### src/rtl/md_pad_scanner.sv
// Scans a DB9 port by toggling SELECT through eight phases so Atari, Megadrive
// 3-button and 6-button pads are all decoded and committed together once per scan.
module md_pad_scanner #(
    parameter int STEP_CYCLES = 280,
    parameter int IDLE_CYCLES = 56000
) (
    input  logic       clk,
    input  logic       rst,
    input  logic [5:0] joy_raw,
    output logic       joy_select,
    output logic [5:0] db9joy_out,
    output logic [5:0] md_extra,
    output logic       pad_is_md,
    output logic       pad_is_6btn,
    output logic       scan_done,
    output logic [3:0] dbg_state
);
    localparam int CNT_MAX = (STEP_CYCLES > IDLE_CYCLES) ? STEP_CYCLES : IDLE_CYCLES;
    localparam int CNT_W   = (CNT_MAX > 1) ? $clog2(CNT_MAX) : 1;
    localparam logic [CNT_W-1:0] STEP_LAST = CNT_W'(STEP_CYCLES - 1);
    localparam logic [CNT_W-1:0] IDLE_LAST = CNT_W'(IDLE_CYCLES - 1);

    typedef enum logic [3:0] {
        ST_IDLE = 4'd0, ST_S0 = 4'd1, ST_S1 = 4'd2, ST_S2 = 4'd3, ST_S3 = 4'd4,
        ST_S4 = 4'd5, ST_S5 = 4'd6, ST_S6 = 4'd7, ST_S7 = 4'd8
    } state_t;

    state_t           r_state;
    state_t           w_next_state;
    logic             w_next_sel;
    logic [CNT_W-1:0] r_step_cnt;
    logic [CNT_W-1:0] r_idle_cnt;
    logic             r_commit_pend;
    logic             r_select;
    logic [5:0]       r_db9;
    logic [5:0]       r_extra;
    logic             r_is_md;
    logic             r_is_6btn;
    logic             r_scan_done;
    // Shadow captures, only visible on outputs after the commit
    logic [5:0]       r_sh_s0;
    logic             r_sh_start, r_sh_a, r_sh_x, r_sh_y, r_sh_z, r_sh_mode;
    logic             r_md_det, r_six_det;

    always_comb begin
        w_next_state = ST_IDLE;
        case (r_state)
            ST_S0:   w_next_state = ST_S1;
            ST_S1:   w_next_state = ST_S2;
            ST_S2:   w_next_state = ST_S3;
            ST_S3:   w_next_state = ST_S4;
            ST_S4:   w_next_state = ST_S5;
            ST_S5:   w_next_state = ST_S6;
            ST_S6:   w_next_state = ST_S7;
            default: w_next_state = ST_IDLE;
        endcase
    end

    assign w_next_sel = !(w_next_state inside {ST_S1, ST_S3, ST_S5, ST_S7});

    always_ff @(posedge clk or posedge rst) begin
        if (rst) begin
            r_state       <= ST_IDLE;
            r_step_cnt    <= '0;
            r_idle_cnt    <= '0;
            r_commit_pend <= 1'b0;
            r_select      <= 1'b1;
            r_db9         <= 6'h3F;
            r_extra       <= 6'h3F;
            r_is_md       <= 1'b0;
            r_is_6btn     <= 1'b0;
            r_scan_done   <= 1'b0;
            r_sh_s0       <= 6'h3F;
            r_sh_start    <= 1'b1;
            r_sh_a        <= 1'b1;
            r_sh_x        <= 1'b1;
            r_sh_y        <= 1'b1;
            r_sh_z        <= 1'b1;
            r_sh_mode     <= 1'b1;
            r_md_det      <= 1'b0;
            r_six_det     <= 1'b0;
        end else begin
            r_scan_done <= 1'b0;
            if (r_state == ST_IDLE) begin
                // The commit takes one extra idle cycle so the scan period stays fixed
                if (r_commit_pend) begin
                    r_commit_pend <= 1'b0;
                    r_scan_done   <= 1'b1;
                    r_db9         <= r_sh_s0;
                    r_is_md       <= r_md_det;
                    r_is_6btn     <= r_md_det & r_six_det;
                    if (r_md_det)
                        r_extra <= r_six_det ?
                            {r_sh_start, r_sh_a, r_sh_x, r_sh_y, r_sh_z, r_sh_mode} :
                            {r_sh_start, r_sh_a, 4'hF};
                    else
                        r_extra <= 6'h3F;
                end else if (r_idle_cnt == IDLE_LAST) begin
                    r_idle_cnt <= '0;
                    r_step_cnt <= '0;
                    r_state    <= ST_S0;
                    r_select   <= 1'b1;
                end else begin
                    r_idle_cnt <= r_idle_cnt + 1'b1;
                end
            end else if (r_step_cnt == STEP_LAST) begin
                r_step_cnt <= '0;
                case (r_state)
                    ST_S0: r_sh_s0 <= joy_raw;
                    ST_S1: begin
                        r_sh_start <= joy_raw[5];
                        r_sh_a     <= joy_raw[4];
                        r_md_det   <= ~joy_raw[1] & ~joy_raw[0];
                    end
                    ST_S5: r_six_det <= r_md_det & (joy_raw[3:0] == 4'b0000);
                    ST_S6: if (r_six_det) begin
                        r_sh_z    <= joy_raw[3];
                        r_sh_y    <= joy_raw[2];
                        r_sh_x    <= joy_raw[1];
                        r_sh_mode <= joy_raw[0];
                    end
                    default: ;
                endcase
                if (r_state == ST_S7) begin
                    r_commit_pend <= 1'b1;
                    r_idle_cnt    <= '0;
                end
                r_state  <= w_next_state;
                r_select <= w_next_sel;
            end else begin
                r_step_cnt <= r_step_cnt + 1'b1;
            end
        end
    end

    assign joy_select  = r_select;
    assign db9joy_out  = r_db9;
    assign md_extra    = r_extra;
    assign pad_is_md   = r_is_md;
    assign pad_is_6btn = r_is_6btn;
    assign scan_done   = r_scan_done;
    assign dbg_state   = r_state;

endmodule
### config.mk
export PLATFORM = sky130hd
export DESIGN_NAME = md_pad_scanner
export DESIGN_NICKNAME = d
export VERILOG_FILES = /design/src/rtl/md_pad_scanner.sv
export SDC_FILE = /design/constraint.sdc
export NUM_CORES = 1
export LEC_CHECK = 0
export ABC_AREA = 1
export CORE_MARGIN = 2
export CORE_UTILIZATION = 59
export DETAILED_ROUTE_END_ITERATION = 10
export PLACE_DENSITY_LB_ADDON = 0.08
export REMOVE_ABC_BUFFERS = 1
export SETUP_SLACK_MARGIN = 0.2
export SYNTH_ARGS = -nofsm -noshare
export SYNTH_HDL_FRONTEND = slang
export SYNTH_SLANG_ARGS = --single-unit
### constraint.sdc
create_clock -name clk -period 2.8 [get_ports clk]
set_clock_uncertainty 0.05 [all_clocks]
set_input_delay 0.7 -clock clk [delete_from_list [all_inputs] [get_ports clk]]
set_output_delay 0.7 -clock clk [all_outputs]
set_load 0.01 [all_outputs]
==> run summary, run 1 <==
Outcome = finished clean
Final hold violations = 0
Ranking of synthesized cells by area = dfrtp_1 28%, dfstp_2 18%, nand2_1 14%, inv_1 5.3%, nor2_1 4.5%
Inserted Diodes = 0
Main synth FF type = dfrtp_1
Global-route wire length before repair = 14170 um
Die Ht = 83.76 um
Most frequent cell after synthesis = nand2_1
Total track usage = 25.14%
F_max = 0.4461 GHz
Hold crit path type = register to register
Switch Pwr = 406.7 uW
Setup_tns = 0 ns
Worst r2r src = r_step_cnt[0]$_DFFE_PP0P_
Starting Density = 60.14%
Crit-path leading delay family = buffers and inverters
Number of buffers created by CTS = 9
Post-Syn Instances = 473
Post-CTS sizing = 0
Number of remaining DRC errors = 0
Total grt overflow = 0
DRT antenna net count = 0
PwrDens = 424.2 nW/um^2
Slew Viols, Final = 0
Final HPWL DP = 5663 um
H-tree level count = 3
Clock latency on the worst-skew pair = 0.34 ns
Clock slew at reported path FFs = 0.07 ns
CP Capture Type = output pin
#FFs+latches synth = 67
Switch share = 22.58%
CTS max path bufs = 2
Ys async rst share = 100.0%
Sequential group share of total power = 53.8%
Crit start category = register
Fin crit share = 80.06%
Place WS = 0.7603 ns
Post-synthesis cell type count = 36
RSZ-0062 raised after global routing = false
Int Power = 1395 uW
Worst Tran Pin Value = 0.7098 ns
Placed inst area = 4054 sq um
Hold path cells = 2
Initial antenna violation count = 0
VDD IR max = 0.0003582 V
Number of nets in the layout = 513
Vias per inst = 5.410
Post-synth EDFFs = 0
Worst R2R Setup Slack = 0.77 ns
Core Box Area = 6241 sq um
# setup viols final = 0
Post-synth top cells = 142 x nand2_1, 53 x inv_1, 45 x nor2_1
Die area = 7016 sq um
Yosys warnings = 0
Layout cells sized above 1 = 14.76%
Routed wire per std cell = 13.98 um
Post-CTS Hold Buffers = 0
Largest net degree at the start of global routing = 68
Vias = 3165
Synth top area share = 28.00%
Clock share of power = 44.2%
Logic pwr share = 2.0%
Setup ws final = 0.5584 ns
Post-Syn Area = 3754 sq um
Hold Crit Start = r_sh_mode$_DFFE_PP1P_
Crit-path cells = clkdlybuf4s50_1
Overall power = 1801 uW
Final Wtd Congestion = 0.9108
Postcts setup bufs = 0
CP peak stage delay = 0.61 ns
Cell taking the most area after synthesis = dfrtp_1
Critical path depth = 1
WP buf/inv = 1
WL final = 8181 um
Rows = 29
Crit-path slowest cell = clkdlybuf4s50_1
Clock sinks = 67
Sequential fraction of the synthesis area = 45.50%
Initial DRC count = 233
Drt first pass iters = 4
Slew margin rel. = 52.50%
Area growth from synthesis to layout = 13.13%
Max-Cap Viols = 0
CP Class = register to output pin
R2R Path End = r_sh_s0[0]$_DFFE_PP1P_
R2R depth = 9
CTS tree = yes
Clock root buffer = clkbuf_8
WHS Endpoint = md_extra[0]$_DFFE_PP1P_
DIE WIDTH = 83.76 um
Ports = 28
PortBufs = 27
Period minus WS final = 2.242 ns
Syn Area/Cell = 7.936 sq um
CP required = 2.05 ns
Vias in the first global route = 3008
Worst-path fanout max = 9
LEAKAGE = 0.001956 uW
Crit path DAT = 1.49 ns
Post-route cell area = 4247 sq um
-- cells by family (layout without fill, tap and decap cells) --
group	count (synthesis)	after routing	synth area share, %
AO/OA/AOI/OAI	49	49	7.866
XOR/XNOR	10	10	2.333
adder cells (fa/ha/maj)	2	2	0.6666
buffers and inverters	67	102	8.167
flip-flops	67	67	45.50
AND/OR/NAND/NOR	278	278	35.47
-- area by class of cell --
class / instances / area, sq um
Fill cell: 520 / 1994
Tap cell: 77 / 96.34
Inverter: 58 / 220.2
Clock buffer: 10 / 127.6
Multi-Input combinational cell: 339 / 1739
Clock inverter: 6 / 65.06
Sequential cell: 67 / 1708
Timing Repair Buffer: 28 / 290.3
-- power groups by stage --
stage / registers, uW / clock network [uW] / logic, uW
floorplan: 986 / 0 / 16.0
global placement: 986 / 0 / 38.3
detailed placement: 986 / 0 / 38.0
CTS: 969 / 817 / 38.2
global route: 969 / 860 / 42.6
finish: 969 / 796 / 36.6
-- per-stage QoR --
step / std cells / hold WS (ns) / util [%]
2_1_floorplan: 464 / 0.3941 / -
4_1_cts: 585 / 0.4196 / 68.04
3_5_place_dp: 569 / 0.4107 / 64.96
5_1_grt: 585 / 0.4404 / 68.04
6_report: 585 / 0.4220 / 68.04
3_3_place_gp: 569 / 0.4079 / 64.96
-- worst max-delay path by stage --
stage,startpoint,slack (ns),end
2_1_floorplan,rst,0.41,dbg_state[0]$_DFFE_PP0P_
3_3_place_gp,r_step_cnt[0]$_DFFE_PP0P_,0.78,r_sh_s0[0]$_DFFE_PP1P_
3_5_place_dp,r_step_cnt[0]$_DFFE_PP0P_,0.76,r_sh_s0[0]$_DFFE_PP1P_
4_1_cts,dbg_state[3]$_DFFE_PP0P_,0.56,dbg_state[3]
5_1_grt,dbg_state[3]$_DFFE_PP0P_,0.50,dbg_state[3]
6_report,dbg_state[3]$_DFFE_PP0P_,0.56,dbg_state[3]
-- flip-flops by register name, summed over array words and instances, names as in the netlist, 4 cells and up --
register / count
r_sh_s0: 6
db9joy_out: 6
r_step_cnt: 16
md_extra: 6
r_idle_cnt: 16
dbg_state: 4
-- routing by layer --
layer	wire (um)	GRT usage, %	vias to the layer above	part of all wire [%]
met5	0	0	-	0
met4	115	7.478	0	1.4
met3	364	5.737	9	4.4
met2	3799	38.62	85	46
met1	3901	35.85	1480	48
li1	-	-	1591	-
-- layout by cell type, fill, tap and decap left out, drive strengths merged --
| master | Yosys | final |
|---|---|---|
| a21oi | 3 | 3 |
| a2bb2oi | 4 | 4 |
| and2 | 1 | 1 |
| buf | 8 | 1 |
| bufinv | 0 | 1 |
| clkbuf | 1 | 10 |
| clkdlybuf4s50 | 0 | 27 |
| clkinv | 0 | 3 |
| clkinvlp | 0 | 1 |
| dfrtp | 42 | 42 |
| dfstp | 25 | 25 |
| ha | 2 | 2 |
| inv | 58 | 59 |
| nand2 | 149 | 149 |
| nand3 | 35 | 35 |
| nand4 | 25 | 25 |
| nor2 | 53 | 53 |
| nor3 | 13 | 13 |
| nor4 | 1 | 1 |
| o21ai | 38 | 38 |
| o21bai | 2 | 2 |
| o22a | 2 | 2 |
| or2 | 1 | 1 |
| xnor2 | 1 | 1 |
| xor2 | 9 | 9 |
No activity file was read; power rests on OpenSTA's default activity.
==> run 2, diff against run 1 <==
==> constraint.sdc (replaced) <==
create_clock -name clk -period 2.1 [get_ports clk]
set_clock_uncertainty 0.05 [all_clocks]
set_input_delay 0.525 -clock clk [delete_from_list [all_inputs] [get_ports clk]]
set_output_delay 0.525 -clock clk [all_outputs]
set_load 0.01 [all_outputs]
==> run summary, run 2 (same netlist as run 1, synthesis figures left out) <==
Outcome = finished clean
DIE WIDTH = 83.76 um
Total grt overflow = 0
PortBufs = 27
VDD IR max = 0.0004509 V
Number of buffers created by CTS = 9
PwrDens = 566.1 nW/um^2
Initial antenna violation count = 0
Final Instance Count excl. Fillers = 603
CP Capture Type = output pin
Max-Cap Viols = 0
Slew margin rel. = 72.49%
Clock slew at reported path FFs = 0.08 ns
Number of nets in the layout = 531
WP buf/inv = 1
Post-route cell area = 4444 sq um
Clock latency on the worst-skew pair = 0.35 ns
WL final = 8211 um
Met2 wire len = 3852 um
Crit path DAT = 1.30 ns
Commonest non-fill, non-tap cells in the layout = 142 x nand2_1, 52 x inv_1, 44 x nor2_1
CP Class = register to output pin
Initial DRC count = 163
Rows = 29
Final HPWL DP = 5564 um
Number of fill cells = 493
Worst-path fanout max = 4
F_max = 0.5319 GHz
CP peak stage delay = 0.55 ns
Drt first pass iters = 5
Period minus WS final = 1.880 ns
Routed met3 length = 345 um
RSZ-0062 raised after global routing = true
Post-CTS Hold Buffers = 0
DRT antenna net count = 0
Largest net degree at the start of global routing = 68
Total track usage = 24.62%
Crit-path leading delay family = buffers and inverters
Slew Viols, Final = 0
Ports = 28
H-tree level count = 3
Setup_tns = 0 ns
Starting Density = 60.14%
# setup viols final = 0
Crit start category = register
Area growth from synthesis to layout = 18.40%
Met1 Wirelength = 3853 um
Clock root buffer = clkbuf_8
Clock sinks = 67
Fin crit share = 89.52%
Cells after DPL = 571
CTS tree = yes
Worst Tran Pin Value = 0.4104 ns
Number of remaining DRC errors = 0
Die Ht = 83.76 um
Inserted Diodes = 0
CP required = 1.52 ns
Commonest non-fill, non-tap cell in the layout = nand2_1
Uppermost routed layer = met4
CTS max path bufs = 2
Vias per inst = 5.376
Vias in the first global route = 3009
Crit-path slowest cell = clkdlybuf4s50_1
Final hold violations = 0
Global-route wire length before repair = 13820 um
Routed wire per std cell = 13.62 um
Final Wtd Congestion = 0.9221
Placed inst area = 4069 sq um
LEAKAGE = 0.002156 uW
Core Box Area = 6241 sq um
Die area = 7016 sq um
Layout cells sized above 1 = 19.20%
Vias = 3242
Hold crit path type = register to register
Top flop regs = r_idle_cnt (16), r_step_cnt (16)
Crit-path cells = clkdlybuf4s50_1
-- run 2: path summary, 6_finish.rpt --
path                                     startpoint                          to  slack (ns)  cells after the start
min reg2reg                      r_sh_x$_DFFE_PP1P_     md_extra[3]$_DFFE_PP1P_        0.41                      2
max                        dbg_state[1]$_DFFE_PP0P_                dbg_state[1]        0.22                      1
min                              r_sh_x$_DFFE_PP1P_     md_extra[3]$_DFFE_PP1P_        0.41                      2
max reg2reg                dbg_state[0]$_DFFE_PP0P_     md_extra[1]$_DFFE_PP1P_        0.28                      7
min in group asynchronous                       rst  r_idle_cnt[14]$_DFFE_PP0P_        0.53                      3
max in group asynchronous                       rst     md_extra[1]$_DFFE_PP1P_        1.15                      3
-- run 2: routing by layer --
metal	GRT usage, %	up-vias
met5	0	-
met4	10.85	0
met3	3.561	19
met2	38.69	88
met1	34.09	1503
li1	-	1632
-- run 2: per-stage QoR --
| stage | utilization, % | setup slack [ns] | hold WS, ns | total power, uW |
|---|---|---|---|---|
| 6_report | 71.21 | 0.2201 | 0.4116 | 2516 |
| 5_1_grt | 71.21 | 0.1797 | 0.4230 | 2598 |
| 4_1_cts | 69.29 | 0.1157 | 0.4171 | 2540 |
| 3_5_place_dp | 65.20 | 0.2532 | 0.4065 | 1366 |
| 3_3_place_gp | 65.20 | 0.3017 | 0.4016 | 1366 |
| 2_1_floorplan | - | -0.1168 | 0.3941 | 1336 |
-- run 2: layout make-up --
class | instances | area [sq um] | share of cell area (%)
flip-flops and latches | 67 | 1713 | 38.54
clock inverters | 6 | 70.07 | 1.577
inverters | 58 | 225.2 | 5.068
clock buffers | 10 | 148.9 | 3.350
repair buffers | 46 | 434.2 | 9.769
multi-input cells | 339 | 1757 | 39.53
well taps | 77 | 96.34 | 2.168
-- run 2: power by group --
part | switching (uW) | leakage, uW | internal, uW | total (uW)
combinational | 32.1 | 0.00123 | 16.7 | 48.9
clock | 544 | 0.000114 | 631 | 1180
sequential | 0 | 0.000816 | 1290 | 1290
total | 576 | 0.00216 | 1940 | 2520
-- run 2: what timing repair did --
action | in CTS | in global routing
gates cloned | 0 | 0
setup endpoints to repair | 17 | 43
pin swaps | 0 | 7
buffers inserted | 5 | 11
resized for setup | 19 | 9
